### src/rtl/maze_memory_ctrl.sv
// Maze bit-map store: working grid restored from a fixed image, registered reads,
// synchronous cell writes, and off-grid probes that read back as walls.
module maze_memory_ctrl #(
    parameter int WIDTH  = 16,
    parameter int HEIGHT = 16,
    parameter int XW     = 4,
    parameter int YW     = 4,
    // Maze image, row 0 in the most significant WIDTH bits, each row MSB = column 0
    parameter logic [HEIGHT*WIDTH-1:0] IMAGE = '0
) (
    input  logic          clk,
    input  logic          rst,
    input  logic [XW-1:0] x,
    input  logic [YW-1:0] y,
    input  logic          d_in,
    input  logic          rd,
    input  logic          wr,
    input  logic          init_maze,
    output logic          d_out,
    output logic          valid,
    output logic          oob,
    output logic          busy,
    output logic          init_done,
    output logic          dbg_state
);

    localparam logic S_INIT = 1'b0;
    localparam logic S_IDLE = 1'b1;

    logic             r_state;
    logic [XW-1:0]    r_row_cnt;
    logic             r_d_out;
    logic             r_valid;
    logic             r_oob;
    logic             r_busy;
    logic             r_init_done;
    logic [WIDTH-1:0] r_grid [HEIGHT];

    logic [WIDTH-1:0] w_image [HEIGHT];
    logic             w_in_range;
    logic [YW-1:0]    w_bit;
    logic             w_idle_cmd;

    for (genvar g = 0; g < HEIGHT; g++) begin : g_image
        assign w_image[g] = IMAGE[(HEIGHT-1-g)*WIDTH +: WIDTH];
    end

    assign w_in_range = (int'(x) < HEIGHT) && (int'(y) < WIDTH);
    // Column 0 is the row word's MSB
    assign w_bit      = YW'(WIDTH - 1) - y;
    assign w_idle_cmd = (r_state == S_IDLE) && !init_maze;

    always_ff @(posedge clk or posedge rst) begin
        if (rst) begin
            r_state     <= S_INIT;
            r_row_cnt   <= '0;
            r_d_out     <= 1'b0;
            r_valid     <= 1'b0;
            r_oob       <= 1'b0;
            r_busy      <= 1'b1;
            r_init_done <= 1'b0;
        end else begin
            r_valid     <= 1'b0;
            r_oob       <= 1'b0;
            r_init_done <= 1'b0;
            case (r_state)
                S_INIT: begin
                    if (r_row_cnt == XW'(HEIGHT - 1)) begin
                        r_state     <= S_IDLE;
                        r_row_cnt   <= '0;
                        r_busy      <= 1'b0;
                        r_init_done <= 1'b1;
                    end else begin
                        r_row_cnt <= r_row_cnt + 1'b1;
                    end
                end
                default: begin
                    if (init_maze) begin
                        r_state   <= S_INIT;
                        r_row_cnt <= '0;
                        r_busy    <= 1'b1;
                    end else begin
                        if (rd) begin
                            r_valid <= 1'b1;
                            if (w_in_range) begin
                                r_d_out <= r_grid[x][w_bit];
                            end else begin
                                r_d_out <= 1'b1;
                                r_oob   <= 1'b1;
                            end
                        end
                        if (wr && !w_in_range) begin
                            r_oob <= 1'b1;
                        end
                    end
                end
            endcase
        end
    end

    // Grid has no reset; the INIT pass rewrites every row after reset releases
    always_ff @(posedge clk) begin
        if (r_state == S_INIT) begin
            r_grid[r_row_cnt] <= w_image[r_row_cnt];
        end else if (w_idle_cmd && wr && w_in_range) begin
            r_grid[x][w_bit] <= d_in;
        end
    end

    assign d_out     = r_d_out;
    assign valid     = r_valid;
    assign oob       = r_oob;
    assign busy      = r_busy;
    assign init_done = r_init_done;
    assign dbg_state = r_state;

endmodule
### config.mk
export PLATFORM = sky130hd
export DESIGN_NAME = maze_memory_ctrl
export DESIGN_NICKNAME = d
export VERILOG_FILES = /design/src/rtl/maze_memory_ctrl.sv
export SDC_FILE = /design/constraint.sdc
export NUM_CORES = 1
export LEC_CHECK = 0
export CAP_MARGIN = 20
export CORE_ASPECT_RATIO = 1.2
export CORE_MARGIN = 2
export CORE_UTILIZATION = 41
export CTS_BUF_LIST = sky130_fd_sc_hd__clkbuf_8
export CTS_CLUSTER_DIAMETER = 200
export CTS_CLUSTER_SIZE = 14
export DETAILED_ROUTE_END_ITERATION = 6
export SLEW_MARGIN = 25
export SYNTH_ARGS = -nofsm -noshare
export SYNTH_HDL_FRONTEND = slang
export SYNTH_SLANG_ARGS = --single-unit
### constraint.sdc
create_clock -name clk -period 14.59 [get_ports clk]
set_input_delay 3.6475 -clock clk [delete_from_list [all_inputs] [get_ports clk]]
set_output_delay 3.6475 -clock clk [all_outputs]
set_load 0.005 [all_outputs]
---- Word-level counts from Yosys, hierarchy flattened ----
Memory sizes are Yosys's and may differ from the RTL's.
Index checks and enable logic that the tools add are counted.
word-level totals
  logic and storage cells ................. 51
  memory bits (writable) .................. 256
  bits in registers ....................... 9
  output and inout port bits .............. 6
  input bits .............................. 14
  ROM bits ................................ 256
  memories ................................ 2
cells by class
  $lt $le $gt $ge ......................... 3
  equality and inequality tests ........... 2
  bitwise logic cells ..................... 2
  reduce and logical (&&, ||, !) cells .... 8
  $add $sub $neg .......................... 2
  mux-type cells .......................... 26
memories
  name              depth  width  read ports  clocked after Yosys merged registers in  wr ports  line  text
  (name not given)  16     16     1           0                                        0         104   r_grid[r_row_cnt] <= w_image[r_row_cnt];
  r_grid            16     16     1           0                                        1         37    logic [WIDTH-1:0] r_grid [HEIGHT];
operator list
  operator             number
  $mux 16              5
  $mux 4               4
  $reduce_or 16->1     1
  $mux 1               15
  $ge 5x5->1 const B   1
  $lt 4x5->1 const B   1
  $not 4->5            1
  $add 4x1->4 const B  1
  $bmux 1 s4           1
  $demux 1 s4          1
  $eq 4x4->1 const B   1
  $ge 4x1->1 const B   1
  $sub 4x4->4 const A  1
  $logic_and 1x1->1    3
  $reduce_and 3->1     1
  $ne 2x2->1 const B   1
  $reduce_and 2->1     1
  $reduce_bool 2->1    1
  $logic_not 1->1      1
  $not 1->1            1

---- Depth between registers and ports, before layout ----
  depth after elaboration ................. 8
  gate-level depth with buffers ........... 11
  gate-level depth less buffers ........... 8

---- Worst setup path before layout ----
OpenSTA, ideal clock, no wires.
  path kind ............................... input port to flip-flop
  start point ............................. in init_maze
  end point ............................... mem r_grid[0][0], data pin
  arrival ................................. 7282 ps
  data required time ...................... 13715 ps
  stages .................................. 2
  slack ................................... 6433 ps
  path buffers ............................ 0
  path through ............................ nor2b_1 > and3_1
between the ends
  word-level cells in the longest chain between the ends .. 8
RTL lines
  what                               line  text
  start: declaration                 18    input logic init_maze,
  $logic_not 1->1                    51    assign w_idle_cmd = (r_state == S_IDLE) && !init_maze;
  $logic_and 1x1->1                  51
  $logic_and 1x1->1                  105   end else if (w_idle_cmd && wr && w_in_range) begin
  $mux 1                             105
  $mux 1                             103   if (r_state == S_INIT) begin
  $mux 16 (not written as such)      106   r_grid[x][w_bit] <= d_in;
  $reduce_or 16->1 (no source line)  --
  $mux 16 (no source line)           --
  end: declaration                   37
No other way between the ends.

---- Worst setup path in the final report ----
  start point ............................. in x[3]
  end point ............................... mem r_grid[13][12] (enable)
between the ends
  word-level cells in the longest chain between the ends .. 1
RTL lines
  what                     line  text
  start: declaration       13    input logic [XW-1:0] x,
  $mux 4 (no source line)  --
No other way between the ends.

==> qor.yml <==
global_route:
  initial_antenna_violation_count: 0
  grt_start_max_net_pins: 111
  grt_pass1_vias: 7031
  global_route.usage.total: 0.198
  grt_first_pass_wirelength_um: 43900
  grt_overflow_total: 0
critical_path:
  critical_path_class: "input port to flip-flop"
  path_cells: "clkdlybuf4s50_1 -> buf_4 -> clkinv_1 -> o31ai_1 -> nand2_1 -> nor2_1"
  worstSetupEndpointType: "flip-flop"
  critical_path_arrival_ps: 7000
  cp.buffers_inverters: 3
  crit_required_ps: 14840
  critical_path.reg2reg.endpoint: "r_grid[9][3]"
  r2r_start: "dbg_state"
  worst_path_largest_cell_delay_ps: 760
  crit_path_max_fanout: 17
  cpLargestDelayFamily: "buffers and inverters"
  rr_worst_depth: 4
  start_kind: "input port"
  timing.reg2reg.setup_slack_ps: 10840
  critPathSlowestCell: "clkinv_1"
clock_network:
  cts_root_buffer: "clkbuf_8"
  level_count_of_the_clock_h_tree: 1
  cts_hold_repair.buffers: 0
  clock_tree_from_tritoncts: "done"
  clkLatencyLatePin_ps: 580
  cts-root-to-sink-buffers: 3
  cts-resized-gates: 0
  cts_setup_buffers: 0
  cts.clk_slew.worst_paths_ps: 100
  numClockSinks: 265
  cts_inserted_buffers: 22
placed_design:
  numPortBuffers: 18
  dp_hpwl_um: 16600
  place_congestion: 0.872
power_and_ir_drop:
  power.net_switching_mw: 0.581
  clockPowerShare: 0.208
  total_power_mw: 1.83
  power_per_cell_area_mw_per_mm2: 145
  power_report.internal_total_mw: 1.25
  combPwrFrac: 0.239
  seqPwrFrac: 0.553
  leak_pwr_nw: 4.82
  sw_frac_of_total: 0.317
  peakVddDrop_v: 0.0000792
floorplanning:
  io_pins: 20
  design.die.area_sq_mm: 0.0300
  floorplan.initialDensity: 0.419
  fp.dieW_um: 159
  core-area_sq_mm: 0.0281
  rows: 67
  die-height_um: 189
logic_synthesis:
  ys_seq_area_frac: 0.673
  post_synth_inst_count: 862
  asyncSetResetFlopFracSynth: 0.0340
  yosysTopAreaCellShare: 0.654
  synth.distinct_cells: 48
  per_instance_average_area_after_synthesis_sq_um: 13.6
  yosysWarnings: 0
  post_synth_main_area_contributors: "edfxtp_1, mux4_2, nor2_1"
  synth.cell_area_sq_mm: 0.0118
  synth-edff-count: 256
  synth_flop_cell: "edfxtp_1"
  synthesized_netlist_net_count: 877
  synth.ff_latch_count: 265
  synth_largest_area_cell: "edfxtp_1"
finish:
  insertedDiodeCount: 0
  multi_input_area_sq_mm: 0.00354
  layout.cells.most_common_list: "nor2_1, edfxtp_1, mux4_2"
  number_of_inserted_filler_cells_in_the_final_layout: 2537
  final_layout_size_suffix_gt1_frac: 0.124
  finalNetCount: 877
  synthToLayoutAreaGrowth_pct: 7.48
  final_common_cell: "nor2_1"
  layout.area.seq_sq_mm: 0.00791
routing:
  routed.top_layer: "met4"
  via_count: 7223
  route.layer.met1.wl_um: 12500
  via_per_inst: 5.78
  wire_per_inst_um: 23.6
  route.final.wire_length_um: 29500
  antenna_left: 0
  route.met2.wl_um: 14200
  drt-initial-drc-count: 660
  post-route-drc-count: 0
  first_pass_iters: 5
  wl_met3_um: 2050
worst_hold_path:
  hold_class: "flip-flop to flip-flop"
  worst_hold_path.num_cells: 2
  holdCritStartpoint: "busy"
  hold_worst_path_end: "busy"
sta:
  min_period_over_period: 0.463
  final_hold_viol_count: 0
  worst_slew_margin: 0.307
  max_freq_mhz: 148
  grt_setup_unrepaired: "no"
  final_max_slew_viol_count: 0
  max_slew.worst_pin.slew_ps: 1040
  final.setup.tns_ps: 0
  finalSetupViolCount: 0
  timing.final.crit_period_ps: 6750
  skew_ps: 40.7
run_status:
  outcome: "complete, no violations"
run:
  maxCapViolCount: 0
==> power by group through the flow <==
stage          registers, mW  clock network [mW]  logic (mW)
6_report                1.01               0.382       0.438
5_1_grt                 1.02               0.417       0.479
4_1_cts                 1.01               0.391       0.442
3_5_place_dp            1.03                   0       0.441
3_3_place_gp            1.03                   0       0.429
2_1_floorplan           1.02                   0       0.283
==> kinds of logic (layout without fill, tap and decap cells) <==
kind of cell               after synthesis  count (layout)  synth area share
other                                    1               1          0.000319
muxes                                   89              89             0.125
AOI/OAI and AO/OA                       81              81            0.0485
buffers and inverters                   69              77            0.0291
DFF                                    265             265             0.673
adders and majority gates                1               1           0.00106
and+or+nand+nor                        356             356             0.123
==> final cells by class <==
| type | count | area share |
|---|---|---|
| Clock buffer | 23 | 0.0251 |
| Clock inverter | 9 | 0.00267 |
| Inverter | 6 | 0.00178 |
| Multi-Input combinational cell | 528 | 0.280 |
| Sequential cell | 265 | 0.626 |
| Tap cell | 379 | 0.0375 |
| Timing Repair Buffer | 39 | 0.0261 |
==> worst reg2reg max path: stages, from the launching register on <==
cell and delay (ps):
dfrtp_1 540, nor2b_1 480, and3_4 610, buf_4 720, buf_4 930
==> worst max path at each step <==
| stage | start | endpoint | depth (start not counted) |
|---|---|---|---|
| floorplan | init_maze | r_grid[0][0] | 2 |
| global placement | x[3] | r_grid[12][11] | 6 |
| detailed placement | x[3] | r_grid[13][12] | 6 |
| CTS | x[3] | r_grid[13][12] | 6 |
| global route | init_maze | r_grid[11][0] | 5 |
| finish | x[3] | r_grid[13][12] | 6 |
==> metal layers <==
layer	global-route usage	up-vias
met5	0	-
met4	0.0565	0
met3	0.0318	45
met2	0.321	277
met1	0.278	3738
li1	-	3163
==> registers in the layout, summed over array words and instances, names as in the netlist <==
register,flops
init_done,1
busy,1
r_row_cnt,4
valid,1
r_grid,256
dbg_state,1
d_out,1
==> cells in the mapped netlist, drive strengths merged, types with 2 or more instances <==
cell type / number
nand3b: 6
inv: 4
o22ai: 2
a22oi: 10
or2: 2
buf: 22
dfrtp: 8
and3: 3
a21oi: 15
o211ai: 3
nand2b: 5
o21ai: 11
a41oi: 2
mux4: 46
a31oi: 9
clkinv: 2
edfxtp: 256
mux2i: 43
nand4: 2
o31ai: 8
a221o: 2
or3: 2
clkbuf: 41
a221oi: 11
nor4b: 2
and2: 2
nor3: 3
nor2: 276
nor2b: 6
nand3: 12
nand2: 34
==> metrics by stage <==
stage | area, sq um | instances | hold WS, ps | util | worst slack (ps)
finish | 12600 | 1249 | 535 | 0.450 | 7840
global route | 12600 | 1249 | 581 | 0.450 | 7690
CTS | 12600 | 1249 | 540 | 0.450 | 7870
detailed placement | 12300 | 1217 | 525 | 0.437 | 7300
global placement | 12300 | 1217 | 528 | 0.437 | 7380
floorplan | 11800 | 862 | 504 | - | 6430
No activity file was read; power rests on OpenSTA's default activity.
